==> config.mk <==
export PLATFORM = sky130hd
export DESIGN_NAME = clock_mode_controller_flat
export DESIGN_NICKNAME = d
export VERILOG_FILES = /design/src/rtl/clock_pkg.sv /design/src/rtl/clock_mode_controller_if.sv /design/src/rtl/time_counter.sv /design/src/rtl/clock_mode_controller.sv /design/src/flat_wrapper.sv
export SDC_FILE = /design/constraint.sdc
export NUM_CORES = 1
export LEC_CHECK = 0
export ABC_AREA = 1
export BUFFER_PORTS_ARGS = -buffer_cell sky130_fd_sc_hd__buf_4
export CORE_MARGIN = 10
export CORE_UTILIZATION = 30
export DETAILED_ROUTE_END_ITERATION = 8
export SLEW_MARGIN = 20
export SYNTH_ARGS = -nofsm -noshare
export SYNTH_HDL_FRONTEND = slang
export SYNTH_HIERARCHICAL = 1
export SYNTH_SLANG_ARGS = --single-unit
==> constraint.sdc <==
create_clock -name CLK -period 2.2 [get_ports CLK]
set_input_delay 0.22 -clock CLK [delete_from_list [all_inputs] [get_ports CLK]]
set_output_delay 0.22 -clock CLK [all_outputs]
set_load 0.01 [all_outputs]
==> src/rtl/clock_pkg.sv <==
// Shared encodings for the digital clock: mode codes, button codes and the hh:mm:ss layout.
package clock_pkg;

  localparam int unsigned STATE_W = 4;
  localparam int unsigned BTN_W   = 5;
  localparam int unsigned FIELD_W = 6;
  localparam int unsigned TIME_W  = 3 * FIELD_W;

  typedef enum logic [STATE_W-1:0] {
    ST_INITIAL_DELAY = 4'b0000,
    ST_FUNCTION_SET  = 4'b0001,
    ST_INITIAL_SETUP = 4'b0010,
    ST_CLEAR_SCREEN  = 4'b0011,
    ST_SETUP         = 4'b0100,
    ST_TIME_SET      = 4'b0101,
    ST_TZ_SET        = 4'b0110,
    ST_LINE1         = 4'b1000,
    ST_LINE2         = 4'b1001
  } state_t;

  localparam logic [BTN_W-1:0] BTN_UP     = 5'b10000;
  localparam logic [BTN_W-1:0] BTN_DOWN   = 5'b01000;
  localparam logic [BTN_W-1:0] BTN_CENTER = 5'b00100;
  localparam logic [BTN_W-1:0] BTN_LEFT   = 5'b00010;
  localparam logic [BTN_W-1:0] BTN_RIGHT  = 5'b00001;
  localparam logic [BTN_W-1:0] BTN_ALL    = BTN_UP | BTN_DOWN | BTN_CENTER | BTN_LEFT | BTN_RIGHT;

  localparam int unsigned HOUR_MSB = 17;
  localparam int unsigned HOUR_LSB = 12;
  localparam int unsigned MIN_MSB  = 11;
  localparam int unsigned MIN_LSB  = 6;
  localparam int unsigned SEC_MSB  = 5;
  localparam int unsigned SEC_LSB  = 0;

  localparam logic [FIELD_W-1:0] HOUR_MAX = 6'd23;
  localparam logic [FIELD_W-1:0] MIN_MAX  = 6'd59;
  localparam logic [FIELD_W-1:0] SEC_MAX  = 6'd59;

  typedef struct packed {
    logic [FIELD_W-1:0] hour;
    logic [FIELD_W-1:0] min;
    logic [FIELD_W-1:0] sec;
  } hms_t;

  function automatic logic hms_valid(hms_t t);
    return (t.hour <= HOUR_MAX) && (t.min <= MIN_MAX) && (t.sec <= SEC_MAX);
  endfunction

endpackage

==> src/rtl/clock_mode_controller_if.sv <==
// Bus between the mode controller (master) and the LCD driver / editors / button front end (slave).
interface clock_mode_controller_if;
  import clock_pkg::*;

  logic [BTN_W-1:0]   BUTTONS;
  logic               TICK_1HZ;
  logic               LCD_DONE;
  logic               TIME_SET_FLAG;
  logic [TIME_W-1:0]  TIME_SETDATA;
  logic               TZ_SET_FLAG;
  logic [STATE_W-1:0] STATE;
  logic               MENU_SEL;
  logic [TIME_W-1:0]  CLOCK_DATA;
  logic               LOAD_REJECT;

  modport master (
    input  BUTTONS, TICK_1HZ, LCD_DONE, TIME_SET_FLAG, TIME_SETDATA, TZ_SET_FLAG,
    output STATE, MENU_SEL, CLOCK_DATA, LOAD_REJECT
  );

  modport slave (
    output BUTTONS, TICK_1HZ, LCD_DONE, TIME_SET_FLAG, TIME_SETDATA, TZ_SET_FLAG,
    input  STATE, MENU_SEL, CLOCK_DATA, LOAD_REJECT
  );

endinterface

==> src/rtl/time_counter.sv <==
// Running hh:mm:ss register: 1 Hz advance with carries, range-checked load that overrides the tick.
module time_counter
  import clock_pkg::*;
(
  input  logic clk,
  input  logic rst,
  input  logic tick,
  input  logic load,
  input  hms_t load_data,
  output hms_t time_q,
  output logic reject
);

  hms_t time_inc;
  logic load_ok;

  assign load_ok = hms_valid(load_data);

  // Next second with sec->min->hour carries; >= keeps the wrap robust.
  always_comb begin
    time_inc = time_q;
    if (time_q.sec >= SEC_MAX) begin
      time_inc.sec = '0;
      if (time_q.min >= MIN_MAX) begin
        time_inc.min = '0;
        if (time_q.hour >= HOUR_MAX) time_inc.hour = '0;
        else                         time_inc.hour = time_q.hour + FIELD_W'(1);
      end else begin
        time_inc.min = time_q.min + FIELD_W'(1);
      end
    end else begin
      time_inc.sec = time_q.sec + FIELD_W'(1);
    end
  end

  // A commit, accepted or not, swallows a coincident tick.
  always_ff @(posedge clk) begin
    if (rst) begin
      time_q <= '0;
      reject <= 1'b0;
    end else begin
      reject <= load && !load_ok;
      if (load) begin
        if (load_ok) time_q <= load_data;
      end else if (tick) begin
        time_q <= time_inc;
      end
    end
  end

endmodule

==> src/rtl/clock_mode_controller.sv <==
// Mode sequencer for the digital clock: LCD init/display loop, setup menu, time commit and press detection.
module clock_mode_controller
  import clock_pkg::*;
#(
  parameter int unsigned INIT_DELAY_CYCLES = 1500000,
  parameter int unsigned MENU_TIMEOUT_S    = 30
) (
  input logic                    CLK,
  input logic                    RESET,
  clock_mode_controller_if.master bus
);

  localparam int unsigned DELAY_W = $clog2(INIT_DELAY_CYCLES + 1);
  localparam int unsigned TMO_W   = $clog2(MENU_TIMEOUT_S + 1);

  state_t             state_q, state_n;
  logic [DELAY_W-1:0] delay_q, delay_n;
  logic [TMO_W-1:0]   tmo_q, tmo_n;
  logic               pending_q, pending_n;
  logic               sel_q, sel_n;
  logic [BTN_W-1:0]   buttons_prev;
  logic [BTN_W-1:0]   press;
  logic               commit;
  hms_t               load_data;
  hms_t               clock_time;
  logic               reject;

  assign press  = bus.BUTTONS & ~buttons_prev;
  assign commit = (state_q == ST_TIME_SET) && bus.TIME_SET_FLAG;

  assign load_data.hour = bus.TIME_SETDATA[HOUR_MSB:HOUR_LSB];
  assign load_data.min  = bus.TIME_SETDATA[MIN_MSB:MIN_LSB];
  assign load_data.sec  = bus.TIME_SETDATA[SEC_MSB:SEC_LSB];

  time_counter u_time (
    .clk       (CLK),
    .rst       (RESET),
    .tick      (bus.TICK_1HZ),
    .load      (commit),
    .load_data (load_data),
    .time_q    (clock_time),
    .reject    (reject)
  );

  // Buttons reset as "all held" so a level present through reset never reads as a press.
  always_ff @(posedge CLK) begin
    if (RESET) begin
      state_q      <= ST_INITIAL_DELAY;
      delay_q      <= '0;
      tmo_q        <= '0;
      pending_q    <= 1'b0;
      sel_q        <= 1'b0;
      buttons_prev <= BTN_ALL;
    end else begin
      state_q      <= state_n;
      delay_q      <= delay_n;
      tmo_q        <= tmo_n;
      pending_q    <= pending_n;
      sel_q        <= sel_n;
      buttons_prev <= bus.BUTTONS;
    end
  end

  always_comb begin
    state_n   = state_q;
    delay_n   = delay_q;
    tmo_n     = '0;
    pending_n = pending_q;
    sel_n     = sel_q;

    case (state_q)
      ST_INITIAL_DELAY: begin
        if (delay_q == DELAY_W'(INIT_DELAY_CYCLES - 1)) begin
          state_n = ST_FUNCTION_SET;
          delay_n = '0;
        end else begin
          delay_n = delay_q + DELAY_W'(1);
        end
      end
      ST_FUNCTION_SET:  if (bus.LCD_DONE) state_n = ST_INITIAL_SETUP;
      ST_INITIAL_SETUP: if (bus.LCD_DONE) state_n = ST_CLEAR_SCREEN;
      ST_CLEAR_SCREEN:  if (bus.LCD_DONE) state_n = ST_LINE1;

      // A menu request waits for the in-flight LCD command to finish.
      ST_LINE1, ST_LINE2: begin
        if (bus.LCD_DONE && pending_q) begin
          state_n   = ST_SETUP;
          pending_n = 1'b0;
          sel_n     = 1'b0;
        end else begin
          if (bus.LCD_DONE) state_n = (state_q == ST_LINE1) ? ST_LINE2 : ST_LINE1;
          if (press == BTN_CENTER) pending_n = 1'b1;
        end
      end

      ST_SETUP: begin
        tmo_n = tmo_q;
        if (press != '0) begin
          tmo_n = '0;
          case (press)
            BTN_UP, BTN_DOWN: sel_n   = ~sel_q;
            BTN_CENTER:       state_n = sel_q ? ST_TZ_SET : ST_TIME_SET;
            BTN_LEFT:         state_n = ST_LINE1;
            default:          ;
          endcase
        end else if (bus.TICK_1HZ) begin
          if (tmo_q == TMO_W'(MENU_TIMEOUT_S - 1)) state_n = ST_LINE1;
          else                                     tmo_n   = tmo_q + TMO_W'(1);
        end
      end

      ST_TIME_SET: if (bus.TIME_SET_FLAG) state_n = ST_LINE1;
      ST_TZ_SET:   if (bus.TZ_SET_FLAG)   state_n = ST_LINE1;
      default:     state_n = ST_INITIAL_DELAY;
    endcase
  end

  assign bus.STATE       = state_q;
  assign bus.MENU_SEL    = sel_q;
  assign bus.CLOCK_DATA  = clock_time;
  assign bus.LOAD_REJECT = reject;

endmodule

==> src/flat_wrapper.sv <==
// flat-port wrapper written by rule: the top's interface ports become plain ports
module clock_mode_controller_flat import clock_pkg::*;
#(
  parameter int unsigned INIT_DELAY_CYCLES = 1500000,
  parameter int unsigned MENU_TIMEOUT_S    = 30
)
  (CLK, RESET, bus_BUTTONS, bus_TICK_1HZ, bus_LCD_DONE, bus_TIME_SET_FLAG, bus_TIME_SETDATA, bus_TZ_SET_FLAG, bus_STATE, bus_MENU_SEL, bus_CLOCK_DATA, bus_LOAD_REJECT);
  clock_mode_controller_if bus_i ();
  input logic CLK;
  input logic RESET;
  input wire logic [$bits(bus_i.BUTTONS)-1:0] bus_BUTTONS;
  input wire logic [$bits(bus_i.TICK_1HZ)-1:0] bus_TICK_1HZ;
  input wire logic [$bits(bus_i.LCD_DONE)-1:0] bus_LCD_DONE;
  input wire logic [$bits(bus_i.TIME_SET_FLAG)-1:0] bus_TIME_SET_FLAG;
  input wire logic [$bits(bus_i.TIME_SETDATA)-1:0] bus_TIME_SETDATA;
  input wire logic [$bits(bus_i.TZ_SET_FLAG)-1:0] bus_TZ_SET_FLAG;
  output wire logic [$bits(bus_i.STATE)-1:0] bus_STATE;
  output wire logic [$bits(bus_i.MENU_SEL)-1:0] bus_MENU_SEL;
  output wire logic [$bits(bus_i.CLOCK_DATA)-1:0] bus_CLOCK_DATA;
  output wire logic [$bits(bus_i.LOAD_REJECT)-1:0] bus_LOAD_REJECT;
  assign bus_i.BUTTONS = bus_BUTTONS;
  assign bus_i.TICK_1HZ = bus_TICK_1HZ;
  assign bus_i.LCD_DONE = bus_LCD_DONE;
  assign bus_i.TIME_SET_FLAG = bus_TIME_SET_FLAG;
  assign bus_i.TIME_SETDATA = bus_TIME_SETDATA;
  assign bus_i.TZ_SET_FLAG = bus_TZ_SET_FLAG;
  assign bus_STATE = bus_i.STATE;
  assign bus_MENU_SEL = bus_i.MENU_SEL;
  assign bus_CLOCK_DATA = bus_i.CLOCK_DATA;
  assign bus_LOAD_REJECT = bus_i.LOAD_REJECT;
  clock_mode_controller #(.INIT_DELAY_CYCLES(INIT_DELAY_CYCLES), .MENU_TIMEOUT_S(MENU_TIMEOUT_S)) u_core (.CLK(CLK), .RESET(RESET), .bus(bus_i));
endmodule
==> results.toml <==
[logic_synthesis]
yosysUniqueCellTypes = 36
synthTopCellsByArea = "dfxtp_1, nand2_1, nor2_1"
synth_top_area_share_pct = 34.0
synth_area_per_cell_um2 = 6.74
async_reset_ff_share_pct = 0
ys_ff_latch = 56
yosys_warnings = 6
synth_top_area_cell = "dfxtp_1"
synthFlopType = "dfxtp_1"
seq_area_frac_synth_pct = 34.0
synthCells = 489
synth_edf_count = 0
syn-num-nets = 524
syn_area_um2 = 3300

[placement]
hpwl_um = 6420
place_congestion = 0.912
placed_area_um2 = 3820
port_buffers = 52
pre_cts_slack_ns = 0.333

[final_layout]
diodes = 0
drive_above_1_share_pct = 19.9
nets = 577
final_common_cell = "nand2_1"
fin_area_um2 = 3910
area_growth_pct = 18.5
final_cell_mix = "nand2_1, nor2_1, dfxtp_1, buf_4, inv_1"
nFillCells = 1157

[floorplanning]
num_rows = 38
die_area_um2 = 15600
core_area_um2 = 10800
dieHeight_um = 125
io-pin-count = 53
die_x_um = 125
start_util_pct = 30.6

[timing]
rsz0062_at_grt = "no"
timing.final.hold_violations = 0
fin_skew_ns = 0.00856
period_share_pct = 85.3
maxSlewHeadroom_pct = 60.7
setup_viol = 0
worst_slew_pin_slew_ns = 0.589
fmax_mhz = 533
fin_ws_ns = 0.323
min_period_ns = 1.88
tns_ns = 0
finalMaxSlewViolations = 0

[grt]
grt_max_degree = 25
grt_remaining_overflow = 0
antenna_found_initial = 0
grtUsageTotal_pct = 10.1
grt_pass1_wl_um = 13700
grt_pass1_vias = 2853

[clocking]
cts_resized = 0
clock-sinks = 56
clk_pin_slew_worst_paths_ns = 0.10
ctsHoldBuffers = 0
htreeDepth = 2
cts-root-buf = "clkbuf_8"
clk_latency_ns = 0.30
cts_buffers = 5
cts_tree = "built"
post_cts_buffers = 0
clock_path_buffers = 2

[worst_setup_path]
crit_path_top_delay_cell = "dfxtp_1"
crit_type = "register to register"
worstSetupStartpointType = "register"
cp-end-kind = "register"
critical_path_arrival_ns = 2.08
crit_buf_inv = 2
crit_family = "simple AND/OR/NAND/NOR gates"
worstPathMaxFanout = 11
path_cells = "nand2_1 -> nor3_2 -> inv_1 -> o21ai_2 -> inv_1 -> nand3_1 -> nand2_1 -> nor2_1 -> nor2_1"
max_stage_delay_ns = 0.50
required_ns = 2.41

[drt]
vias = 3164
wl_um = 8180
avgViaCountPerCell = 4.63
post_drt_wl_per_cell_um = 12.0
route.detailed.drc = 0
drt_iter0_drc = 229
ant_nets = 0
dr.pass1.iters = 5

[pwr]
p_leak_nw = 1.69
ir_worst_vdd_mv = 0.328
powerDensity_nw_per_um2 = 502

[worst_hold_path]
min_path_type = "input port to register"

[flow_run]
maxCapViolCount = 0

[status]
status = "finished clean"
cell usage after synthesis (2+ instances only):
cell / number
a21oi_2: 6
nor3b_1: 2
dfxtp_1: 56
inv_1: 43
buf_6: 2
nor2_2: 7
ha_1: 6
nand3b_1: 5
xnor2_1: 3
nand2_1: 112
or2_2: 8
o21ai_2: 2
a211oi_1: 3
nand2_2: 2
inv_2: 7
a21oi_1: 11
nor2_4: 3
nand3_2: 3
and3_1: 2
nand3_1: 28
o21ai_1: 11
xor2_1: 18
o21ai_0: 20
nor3_1: 3
nand4_1: 10
clkbuf_1: 2
buf_2: 3
nor2_1: 97
nand2_4: 6
nor3_2: 2
stage by stage:
| stage | power, mW | utilization, % | hold slack [ns] | instances |
|---|---|---|---|---|
| 2_1_floorplan | 1.31 | - | 0.292 | 489 |
| 3_3_place_gp | 1.41 | 35.4 | 0.419 | 675 |
| 3_5_place_dp | 1.42 | 35.4 | 0.423 | 675 |
| 4_1_cts | 2.01 | 36.2 | 0.0957 | 683 |
| 5_1_grt | 2.08 | 36.2 | 0.0919 | 683 |
| 6_report | 1.96 | 36.2 | 0.110 | 683 |
logic make-up (layout without fill, tap and decap cells):
group	Yosys count	count (layout)	share of synthesized area [%]
compound gates	57	57	10.1
flops	56	56	34.0
simple gates	290	290	40.2
fa+ha+maj	6	6	2.28
buf+inv	59	113	7.93
xor+xnor	21	21	5.58
per-layer routing:
layer  routed length [µm]  global-route usage (%)  vias to the layer above
met3                  356                    2.13                        2
li1                     -                       -                     1666
met2                 3750                    16.1                       68
met1                 4020                    13.5                     1428
met5                    0                       0                        -
met4                   58                    2.85                        0
worst reg2reg max path, delay by kind of cell (launching register included):
family	cells	cell delay [ns]
flip-flops	1	0.50
AND/OR/NAND/NOR	6	0.68
buffers and inverters	2	0.34
AO/OA/AOI/OAI	1	0.27
registers in the layout, summed over array words and instances, names as in the netlist:
name / cells
u_core/u_time/time_q: 18
u_core/bus.STATE: 4
u_core/delay_q: 21
u_core/tmo_q: 5
u_core/u_time/reject: 1
u_core/buttons_prev: 5
u_core/bus.MENU_SEL: 1
u_core/pending_q: 1
final timing paths:
kind,from,to,slack [ns],cells past startpoint
setup / recovery,u_core/bus.STATE[0]$_SDFFE_PP0P_,u_core/u_time/time_q[11]$_SDFFE_PP0P_,0.32,9
hold reg to reg,u_core/delay_q[1]$_SDFFE_PP0N_,u_core/delay_q[1]$_SDFFE_PP0N_,0.49,2
hold / removal,bus_BUTTONS[2],u_core/buttons_prev[2]$_SDFF_PP1_,0.11,2
setup reg to reg,u_core/bus.STATE[0]$_SDFFE_PP0P_,u_core/u_time/time_q[11]$_SDFFE_PP0P_,0.32,9
power by group:
part / switching, mW / internal [mW]
logic: 0.188 / 0.121
registers: 0.0350 / 1.05
clock network: 0.316 / 0.258
cell type report:
cell class / instances / area, µm² / area share, %
inverters: 51 / 196 / 5.03
flip-flops and latches: 56 / 1120 / 28.7
repair buffers: 54 / 405 / 10.4
multi-input cells: 374 / 1920 / 49.1
clock buffers: 8 / 90.1 / 2.30
well taps: 140 / 175 / 4.48
No activity file was read; power rests on OpenSTA's default activity.
